--- config.mk ---
export PLATFORM = sky130hd
export DESIGN_NAME = vpm_issue_ctrl
export DESIGN_NICKNAME = d
export VERILOG_FILES = /design/src/rtl/vpm_pkg.sv /design/src/rtl/vpm_rr_arb2.sv /design/src/rtl/vpm_issue_ctrl.sv
export SDC_FILE = /design/constraint.sdc
export NUM_CORES = 1
export LEC_CHECK = 0
export BUFFER_PORTS_ARGS = -buffer_cell sky130_fd_sc_hd__buf_2
export CAP_MARGIN = 0
export CORE_AREA = 2 2 157 159
export DETAILED_ROUTE_END_ITERATION = 12
export DIE_AREA = 0 0 159 161
export GPL_ROUTABILITY_DRIVEN = 0
export PLACE_DENSITY = 0.64
export SKIP_LAST_GASP = 1
export SLEW_MARGIN = 20
export SYNTH_ARGS = -nofsm -noshare
export SYNTH_HDL_FRONTEND = slang
export SYNTH_SLANG_ARGS = --single-unit
export TNS_END_PERCENT = 20
--- constraint.sdc ---
create_clock -name clk -period 2.7 [get_ports clk]
set_input_delay 0.54 -clock clk [delete_from_list [all_inputs] [get_ports clk]]
set_output_delay 0.54 -clock clk [all_outputs]
set_load 0.01 [all_outputs]
--- src/rtl/vpm_pkg.sv ---
// Shared definitions for the VPM issue controller: precision codes,
// controller state encoding and the legal settle-time range.
package vpm_pkg;

    // Precision codes carried on req_prec / mul_prec{1,0}
    localparam logic [1:0] PREC_8   = 2'b00;
    localparam logic [1:0] PREC_16  = 2'b01;
    localparam logic [1:0] PREC_32  = 2'b10;
    localparam logic [1:0] PREC_BAD = 2'b11;

    // Legal range of the multicycle settle time and the wait counter width
    localparam int unsigned MUL_LAT_MIN = 1;
    localparam int unsigned MUL_LAT_MAX = 8;
    localparam int unsigned CNT_W       = 3;

    typedef enum logic [1:0] {
        ST_IDLE = 2'd0,
        ST_WAIT = 2'd1,
        ST_RESP = 2'd2
    } vpm_state_e;

    function automatic logic prec_is_legal(input logic [1:0] prec);
        return prec != PREC_BAD;
    endfunction

endpackage

--- src/rtl/vpm_rr_arb2.sv ---
// Two-input round-robin arbiter. A lone requester always wins; on a tie
// the requester named by ptr wins. Purely combinational.
module vpm_rr_arb2 (
    input  logic [1:0] req,
    input  logic       ptr,
    output logic [1:0] grant,
    output logic       gid
);

    // Grant decode from the request vector and the priority pointer
    always_comb begin
        grant = '0;
        case (req)
            2'b01:   grant = 2'b01;
            2'b10:   grant = 2'b10;
            2'b11:   grant = ptr ? 2'b10 : 2'b01;
            default: grant = '0;
        endcase
        gid = grant[1];
    end

endmodule

--- src/rtl/vpm_issue_ctrl.sv ---
// Issue controller sharing one combinational VPM between two requesters.
// Round-robin accept, registered VPM operands, MUL_LAT settle cycles, then
// the 64-bit product is returned on a valid/ready response channel.
// Optional performance counters are built when VPM_PERF_EN is defined.
module vpm_issue_ctrl
    import vpm_pkg::*;
#(
    parameter int unsigned MUL_LAT = 2
) (
    input  logic        clk,
    input  logic        rst_n,
    input  logic [1:0]  req_valid,
    output logic [1:0]  req_ready,
    input  logic [63:0] req_a,
    input  logic [63:0] req_b,
    input  logic [1:0]  req_sa,
    input  logic [1:0]  req_sb,
    input  logic [3:0]  req_prec,
    output logic [31:0] mul_a,
    output logic [31:0] mul_b,
    output logic        mul_sa,
    output logic        mul_sb,
    output logic        mul_prec1,
    output logic        mul_prec0,
    input  logic [63:0] mul_out,
    output logic        rsp_valid,
    input  logic        rsp_ready,
    output logic [63:0] rsp_data,
    output logic        rsp_id,
    output logic        rsp_err,
    output logic        busy,
    output logic [31:0] perf_ops,
    output logic [31:0] perf_stall
);

    if (MUL_LAT < MUL_LAT_MIN || MUL_LAT > MUL_LAT_MAX) begin : g_bad_mul_lat
        $error("vpm_issue_ctrl: MUL_LAT out of range 1..8");
    end

    localparam logic [CNT_W-1:0] CNT_LOAD = CNT_W'(MUL_LAT - 1);

    vpm_state_e        state_q, state_d;
    logic              ptr_q, ptr_d;
    logic [CNT_W-1:0]  cnt_q, cnt_d;
    logic [31:0]       mul_a_q, mul_a_d;
    logic [31:0]       mul_b_q, mul_b_d;
    logic              mul_sa_q, mul_sa_d;
    logic              mul_sb_q, mul_sb_d;
    logic [1:0]        mul_prec_q, mul_prec_d;
    logic [63:0]       rsp_data_q, rsp_data_d;
    logic              rsp_id_q, rsp_id_d;
    logic              rsp_err_q, rsp_err_d;

    logic [1:0]        grant;
    logic              gid;
    logic              accept;
    logic              handshake;
    logic [31:0]       sel_a, sel_b;
    logic              sel_sa, sel_sb;
    logic [1:0]        sel_prec;

    vpm_rr_arb2 u_arb (
        .req   (req_valid),
        .ptr   (ptr_q),
        .grant (grant),
        .gid   (gid)
    );

    // Accept only while idle; pick the winning requester's payload
    always_comb begin
        req_ready = (state_q == ST_IDLE) ? grant : 2'b00;
        accept    = |req_ready;
        handshake = (state_q == ST_RESP) && rsp_ready;
        sel_a     = gid ? req_a[63:32]   : req_a[31:0];
        sel_b     = gid ? req_b[63:32]   : req_b[31:0];
        sel_sa    = gid ? req_sa[1]      : req_sa[0];
        sel_sb    = gid ? req_sb[1]      : req_sb[0];
        sel_prec  = gid ? req_prec[3:2]  : req_prec[1:0];
    end

    // Next-state logic: accept/issue, settle countdown, response hold
    always_comb begin
        state_d    = state_q;
        ptr_d      = ptr_q;
        cnt_d      = cnt_q;
        mul_a_d    = mul_a_q;
        mul_b_d    = mul_b_q;
        mul_sa_d   = mul_sa_q;
        mul_sb_d   = mul_sb_q;
        mul_prec_d = mul_prec_q;
        rsp_data_d = rsp_data_q;
        rsp_id_d   = rsp_id_q;
        rsp_err_d  = rsp_err_q;

        case (state_q)
            ST_IDLE: begin
                if (accept) begin
                    ptr_d    = ~gid;
                    rsp_id_d = gid;
                    if (prec_is_legal(sel_prec)) begin
                        mul_a_d    = sel_a;
                        mul_b_d    = sel_b;
                        mul_sa_d   = sel_sa;
                        mul_sb_d   = sel_sb;
                        mul_prec_d = sel_prec;
                        cnt_d      = CNT_LOAD;
                        state_d    = ST_WAIT;
                    end else begin
                        // Illegal code never reaches the VPM; mul_* keep the last issue
                        rsp_data_d = '0;
                        rsp_err_d  = 1'b1;
                        state_d    = ST_RESP;
                    end
                end
            end
            ST_WAIT: begin
                if (cnt_q == '0) begin
                    rsp_data_d = mul_out;
                    rsp_err_d  = 1'b0;
                    state_d    = ST_RESP;
                end else begin
                    cnt_d = cnt_q - CNT_W'(1);
                end
            end
            ST_RESP: begin
                if (rsp_ready) begin
                    state_d = ST_IDLE;
                end
            end
            default: state_d = ST_IDLE;
        endcase
    end

    // State, operand and response registers
    always_ff @(posedge clk or negedge rst_n) begin
        if (!rst_n) begin
            state_q    <= ST_IDLE;
            ptr_q      <= 1'b0;
            cnt_q      <= '0;
            mul_a_q    <= '0;
            mul_b_q    <= '0;
            mul_sa_q   <= 1'b0;
            mul_sb_q   <= 1'b0;
            mul_prec_q <= '0;
            rsp_data_q <= '0;
            rsp_id_q   <= 1'b0;
            rsp_err_q  <= 1'b0;
        end else begin
            state_q    <= state_d;
            ptr_q      <= ptr_d;
            cnt_q      <= cnt_d;
            mul_a_q    <= mul_a_d;
            mul_b_q    <= mul_b_d;
            mul_sa_q   <= mul_sa_d;
            mul_sb_q   <= mul_sb_d;
            mul_prec_q <= mul_prec_d;
            rsp_data_q <= rsp_data_d;
            rsp_id_q   <= rsp_id_d;
            rsp_err_q  <= rsp_err_d;
        end
    end

    assign mul_a     = mul_a_q;
    assign mul_b     = mul_b_q;
    assign mul_sa    = mul_sa_q;
    assign mul_sb    = mul_sb_q;
    assign mul_prec1 = mul_prec_q[1];
    assign mul_prec0 = mul_prec_q[0];
    assign rsp_valid = (state_q == ST_RESP);
    assign rsp_data  = rsp_data_q;
    assign rsp_id    = rsp_id_q;
    assign rsp_err   = rsp_err_q;
    assign busy      = (state_q != ST_IDLE);

`ifdef VPM_PERF_EN
    logic [31:0] perf_ops_q, perf_ops_d;
    logic [31:0] perf_stall_q, perf_stall_d;

    // Saturating event counters for completed responses and blocked cycles
    always_comb begin
        perf_ops_d   = perf_ops_q;
        perf_stall_d = perf_stall_q;
        if (handshake && (perf_ops_q != '1)) begin
            perf_ops_d = perf_ops_q + 32'd1;
        end
        if ((|req_valid) && !accept && (perf_stall_q != '1)) begin
            perf_stall_d = perf_stall_q + 32'd1;
        end
    end

    // Counter registers, cleared only by reset
    always_ff @(posedge clk or negedge rst_n) begin
        if (!rst_n) begin
            perf_ops_q   <= '0;
            perf_stall_q <= '0;
        end else begin
            perf_ops_q   <= perf_ops_d;
            perf_stall_q <= perf_stall_d;
        end
    end

    assign perf_ops   = perf_ops_q;
    assign perf_stall = perf_stall_q;
`else
    assign perf_ops   = '0;
    assign perf_stall = '0;
`endif

endmodule

# Word level (Yosys, flattened, before mapping)
# Cells that the tools add are included.
# classes
add_sub_neg	1
n_eq_ne	12
muxes	25
bitwise_logic	1
n_reduce_logical	10
# op_table
op	n
$mux W64	3
$pmux W64 S2	1
$mux W32	2
$mux W2	7
$pmux W2 S3	2
$ne A2 B2 Y1 const B	5
$mux W3	3
$reduce_and A4 Y1	2
$eq A2 B2 Y1 const B	3
$pmux W3 S2	1
$reduce_and A3 Y1	2
$mux W1	5
$eq A2 B1 Y1 const B	2
$ne A2 B1 Y1 const B	2
$reduce_bool A2 Y1	2
$logic_not A3 Y1	1
$sub A3 B1 Y3 const B	1
$logic_not A2 Y1	1
$pmux W1 S2	1
$reduce_and A2 Y1	1
$reduce_or A2 Y1	1
$not A1 Y1	1
# word_totals
reg_bits	140
input_bits	205
word_cells	60

# Depth between registers and ports, before layout
# depth
depth_word	7
depth_mapped	9
ltp_nobuf	7

# Hierarchy
# Synthesis repeated with hierarchy kept, for this count alone.
# unflattened
hier_cells	690
area_unflattened_um2	7736.2
# modules_own_cells
module	instances	cells_each	area_per_inst_um2
vpm_issue_ctrl	1	686	7709.9
vpm_rr_arb2	1	4	26.3

# Least setup slack after synthesis
# No wires, ideal clock.
# synth_path
path_kind	input-to-reg
from	in req_valid[1]
to	reg mul_a_q[29], in the netlist mul_a[29]
setup_ps	125
arrival_time_ps	1811
required_time_ps	2575
slack_ps	765
stages	6
n_path_buf	3
path_cell_list	clkbuf_1 a21oi_1 nor3_2 buf_4 buf_6 mux2_2
# synth_via
elab_chain_cells	5
word_cells_on_any_way	10
classes_between	eq/ne (4); mux (4); reduce/logical (2)
# synth_rtl
item	line	source
start: declaration	vpm_issue_ctrl.sv:12	input logic [1:0] req_valid,
$eq A2 B2 Y1 / $eq A2 B1 Y1 (equally long branches)	vpm_rr_arb2.sv:13	case (req)
$pmux W2 S3 (*)	vpm_rr_arb2.sv:13	
$mux W2 (on tied branches)	vpm_issue_ctrl.sv:78, vpm_issue_ctrl.sv:71	
$ne A2 B2 Y1 / $reduce_or A2 Y1 (equally long branches)	vpm_pkg.sv:23, vpm_issue_ctrl.sv:72	
$reduce_and A3 Y1 (no line)	--	
end signal: assignment	vpm_issue_ctrl.sv:152	mul_a_q <= mul_a_d;
end: declaration	vpm_issue_ctrl.sv:45	logic [31:0] mul_a_q, mul_a_d;
# Mark *: on every way between the ends. The rest lies on a longest branch, timed or not.
# A chain may end at the register's enable or synchronous reset.

# Worst setup path after layout
# layout_path
from	reg state_q[0]
to	out req_ready[0]
# layout_via
elab_chain_cells	2
# layout_rtl
item	line	source
start: declaration	vpm_issue_ctrl.sv:42	vpm_state_e state_q, state_d;
start signal: assignment	vpm_issue_ctrl.sv:149	state_q <= state_d;
$logic_not A2 Y1	vpm_issue_ctrl.sv:71	req_ready = (state_q == ST_IDLE) ? grant : 2'b00;
$mux W2	vpm_issue_ctrl.sv:71	
end: declaration	vpm_issue_ctrl.sv:13	output logic [1:0] req_ready,
# No other way between the ends.

==> reports/qor.txt <==
PWR
------------------------------------------------------------------------------
IR drop worst, VDD ..............................................    0.4751 mV
Static leakage ..................................................     4.647 nW
Total power divided by cell area ................................ 1087 nW/um^2
Total power after layout ........................................   0.009758 W

STA
------------------------------------------------------------------------------
Final worst path period need ....................................     2.407 ns
Worst Tran Pin Value ............................................    0.5839 ns
Post-layout worst setup margin ..................................    0.2928 ns
Max Clk Rate ....................................................    415.4 MHz
Setup-failing EPs final .........................................            0
Hold_ws .........................................................   0.03764 ns
Hold Fails Final Rpt ............................................            0
Setup_tns .......................................................         0 ns
Final count of pins violating max slew ..........................            0
Max-slew headroom at the worst pin ..............................       61.07%
Setup skew after layout .........................................   0.01258 ns
Setup repair after global routing missed its margin .............           no
Final period utilization ........................................       89.16%

CRITICAL PATH
------------------------------------------------------------------------------
Cell-by-cell trace of the critical path ......................... nor2_1 -> nand2_1 -> a21oi_1 -> buf_2
Delay of the slowest cell on the worst path .....................      0.47 ns
Start-to-end type of the worst setup path ....................... flop to output pin
Largest driver fanout on the critical path ......................            8
Worst Path Arrival ..............................................      1.87 ns
Required time worst endpoint ....................................      2.16 ns
Flop2flop setup slack ...........................................      0.65 ns
Startpoint type of the worst setup path .........................         flop
Crit-path slowest cell .......................................... sky130_fd_sc_hd__dfrtp_1
Worst R2R Path Depth ............................................            5
Worst Setup End Kind ............................................   output pin
Critical register-to-register path endpoint ..................... mul_b[7]$_DFFE_PN0P_
Worst reg2reg startpoint ........................................ state_q[0]$_DFFE_PN0P_

FLOORPLANNING
------------------------------------------------------------------------------
Number of placement rows ........................................           57
Chip Height .....................................................       161 um
Die width .......................................................       159 um
Top-level I/O count .............................................          407
Total die area ..................................................   25600 um^2
Initial standard-cell utilization of the core ...................       27.08%
Core area .......................................................   23960 um^2

CTS
------------------------------------------------------------------------------
Total CTS buffers ...............................................           17
Post-CTS Hold Buffers ...........................................            0
Total of cells resized after clock tree synthesis ...............            0
Clock-pin slew on the worst setup and hold paths ................      0.08 ns
Clock root buffer master ........................................ sky130_fd_sc_hd__clkbuf_16
Clock tree from TritonCTS .......................................        built
Post-CTS setup buffer count .....................................            0
Clock sink total ................................................          140
Buffer levels on the longest clock path .........................            2
Clock latency on the worst-skew pair ............................      0.42 ns
Maximum level of the CTS H-tree .................................            4

YOSYS
------------------------------------------------------------------------------
Sequential element share of the synthesized area ................       53.98%
Per-instance average area after synthesis .......................   13.52 um^2
Post-synthesis instance area ....................................    6490 um^2
Library cells used by synthesis .................................           28
Synth top area share ............................................       53.98%
Synth area leaders .............................................. sky130_fd_sc_hd__dfrtp_1 54%, sky130_fd_sc_hd__mux2_2 24%, sky130_fd_sc_hd__a22o_1 8.6%
Number of synthesized register bits .............................          140
Dominant cell type by area after synthesis ...................... sky130_fd_sc_hd__dfrtp_1
Cell count after synthesis ......................................          480
Number of warnings printed during yosys synthesis ...............            0

FINISH
------------------------------------------------------------------------------
Share of cells above drive strength 1 ...........................       63.19%
Fill cell count .................................................         2358
Final net count .................................................         1028
Area growth syn-to-layout .......................................       38.35%
Most frequent cells in the layout ............................... 341 x sky130_fd_sc_hd__buf_2, 140 x sky130_fd_sc_hd__dfrtp_1, 136 x sky130_fd_sc_hd__mux2_2
Leading cell type in the layout, fill and taps excluded ......... sky130_fd_sc_hd__buf_2
Number of diodes ................................................            0

ROUTE
------------------------------------------------------------------------------
Vias after detailed routing .....................................         4926
Number of design rule violations left after detail routing ......            0
Count of nets left with antenna violations after detail routing .            0
Vias per std cell ...............................................        4.254
Average wire per cell in the routed design ......................     15.03 um
Detailed Routing Iterations Pass 1 ..............................            4
1st-iter DRT viols ..............................................          122
Total Wirelength ................................................     17400 um

GLOBAL ROUTE
------------------------------------------------------------------------------
Congestion Overflow GR ..........................................            0
Via count of the first global-routing pass ......................         4969
Pin count of the biggest net entering global routing ............           72
Antenna violations before repair ................................            0
Global-route total usage across every layer .....................       13.47%
First-pass GRT wire length ......................................     26740 um

JOB
------------------------------------------------------------------------------
Reported max-cap violation count ................................            0

PLACEMENT
------------------------------------------------------------------------------
Detailed placer's ending HPWL ...................................     13150 um
IO buf count ....................................................          342
Worst slack at placement ........................................    0.4885 ns

OUTCOME
------------------------------------------------------------------------------
Run status ...................................................... finished, final reports clean

HOLD PATH
------------------------------------------------------------------------------
Type of the most critical hold path ............................. primary input to asynchronous set/reset pin

==> power by group <==
part	switching [W]	internal [W]	total, W
clock network	0.00103	0.00126	0.00229
logic	0.00195	0.00196	0.00391
registers	0.000518	0.00304	0.00356
==> Yosys cell counts <==
master	number
sky130_fd_sc_hd__a21oi_1	7
sky130_fd_sc_hd__a22o_1	64
sky130_fd_sc_hd__a31oi_1	1
sky130_fd_sc_hd__and3b_1	1
sky130_fd_sc_hd__and4_4	1
sky130_fd_sc_hd__buf_1	3
sky130_fd_sc_hd__buf_2	10
sky130_fd_sc_hd__buf_4	65
sky130_fd_sc_hd__buf_6	2
sky130_fd_sc_hd__clkbuf_1	13
sky130_fd_sc_hd__conb_1	1
sky130_fd_sc_hd__dfrtp_1	140
sky130_fd_sc_hd__ha_1	2
sky130_fd_sc_hd__inv_1	7
sky130_fd_sc_hd__mux2_2	136
sky130_fd_sc_hd__nand2_1	3
sky130_fd_sc_hd__nand2b_1	2
sky130_fd_sc_hd__nor2_1	5
sky130_fd_sc_hd__nor2b_1	1
sky130_fd_sc_hd__nor3_1	4
sky130_fd_sc_hd__nor3_2	1
sky130_fd_sc_hd__nor3b_1	1
sky130_fd_sc_hd__o21ai_0	3
sky130_fd_sc_hd__o21ba_2	1
sky130_fd_sc_hd__o22ai_1	1
sky130_fd_sc_hd__o31a_1	1
sky130_fd_sc_hd__o31ai_1	3
sky130_fd_sc_hd__or3b_2	1
==> critical path, delay by kind of cell (launching register included) <==
family	cells	cell delay (ns)
AND/OR/NAND/NOR	2	0.35
buffers and inverters	1	0.23
AO/OA/AOI/OAI	1	0.41
flip-flops	1	0.47
==> registers in the layout (all words and copies together), names as in the netlist <==
register    count
cnt_q           3
mul_sa          1
mul_a          32
mul_b          32
rsp_err         1
rsp_id          1
state_q         2
mul_sb          1
ptr_q           1
rsp_data       64
mul_prec_q      2
==> worst max-delay path by stage <==
stage / startpoint / end / slack, ns / cells after the start
4_1_cts: state_q[0]$_DFFE_PN0P_ / req_ready[0] / 0.19 / 4
6_report: state_q[0]$_DFFE_PN0P_ / req_ready[0] / 0.29 / 4
2_1_floorplan: req_valid[1] / mul_a[29]$_DFFE_PN0P_ / 0.76 / 6
3_3_place_gp: req_valid[0] / mul_b[29]$_DFFE_PN0P_ / 0.54 / 6
5_1_grt: state_q[0]$_DFFE_PN0P_ / req_ready[0] / 0.09 / 4
3_5_place_dp: req_valid[0] / mul_b[9]$_DFFE_PN0P_ / 0.49 / 6
==> stage by stage <==
stage / cells / utilization [%] / area [um^2]
global route: 1158 / 37.47 / 8979
detailed placement: 1126 / 35.04 / 8396
floorplan: 543 / - / 6726
global placement: 1126 / 35.04 / 8396
CTS: 1158 / 37.47 / 8979
finish: 1158 / 37.47 / 8979
==> per-layer routing <==
metal  vias up  GRT usage, %  wire length [um]
li1       2292             -                 -
met1      2359         15.26              6709
met2       259         24.01              8995
met3        16         4.340              1384
met4         0         4.545               313
met5         -             0                 0
==> final cells by class <==
cell class | instances | area [um^2] | area share [%]
timing repair buffer | 352 | 1856 | 20.67
multi-input combinational | 303 | 2605 | 29.01
tap | 324 | 405.4 | 4.515
inverter | 7 | 26.28 | 0.2926
sequential | 140 | 3503 | 39.02
clock inverter | 14 | 143.9 | 1.603
clock buffer | 18 | 439.2 | 4.891
==> logic make-up (layout without fill, tap and decap cells) <==
| family | count (synthesis) | count (layout) | share of synthesized area (%) |
|---|---|---|---|
| muxes | 136 | 136 | 23.60 |
| other | 1 | 64 | 0.05778 |
| DFF | 140 | 140 | 53.98 |
| buffers and inverters | 100 | 391 | 9.967 |
| and+or+nand+nor | 20 | 20 | 1.774 |
| AOI/OAI and AO/OA | 81 | 81 | 10.24 |
| adders and majority gates | 2 | 2 | 0.3855 |
Power figures use the tool's default switching activity.
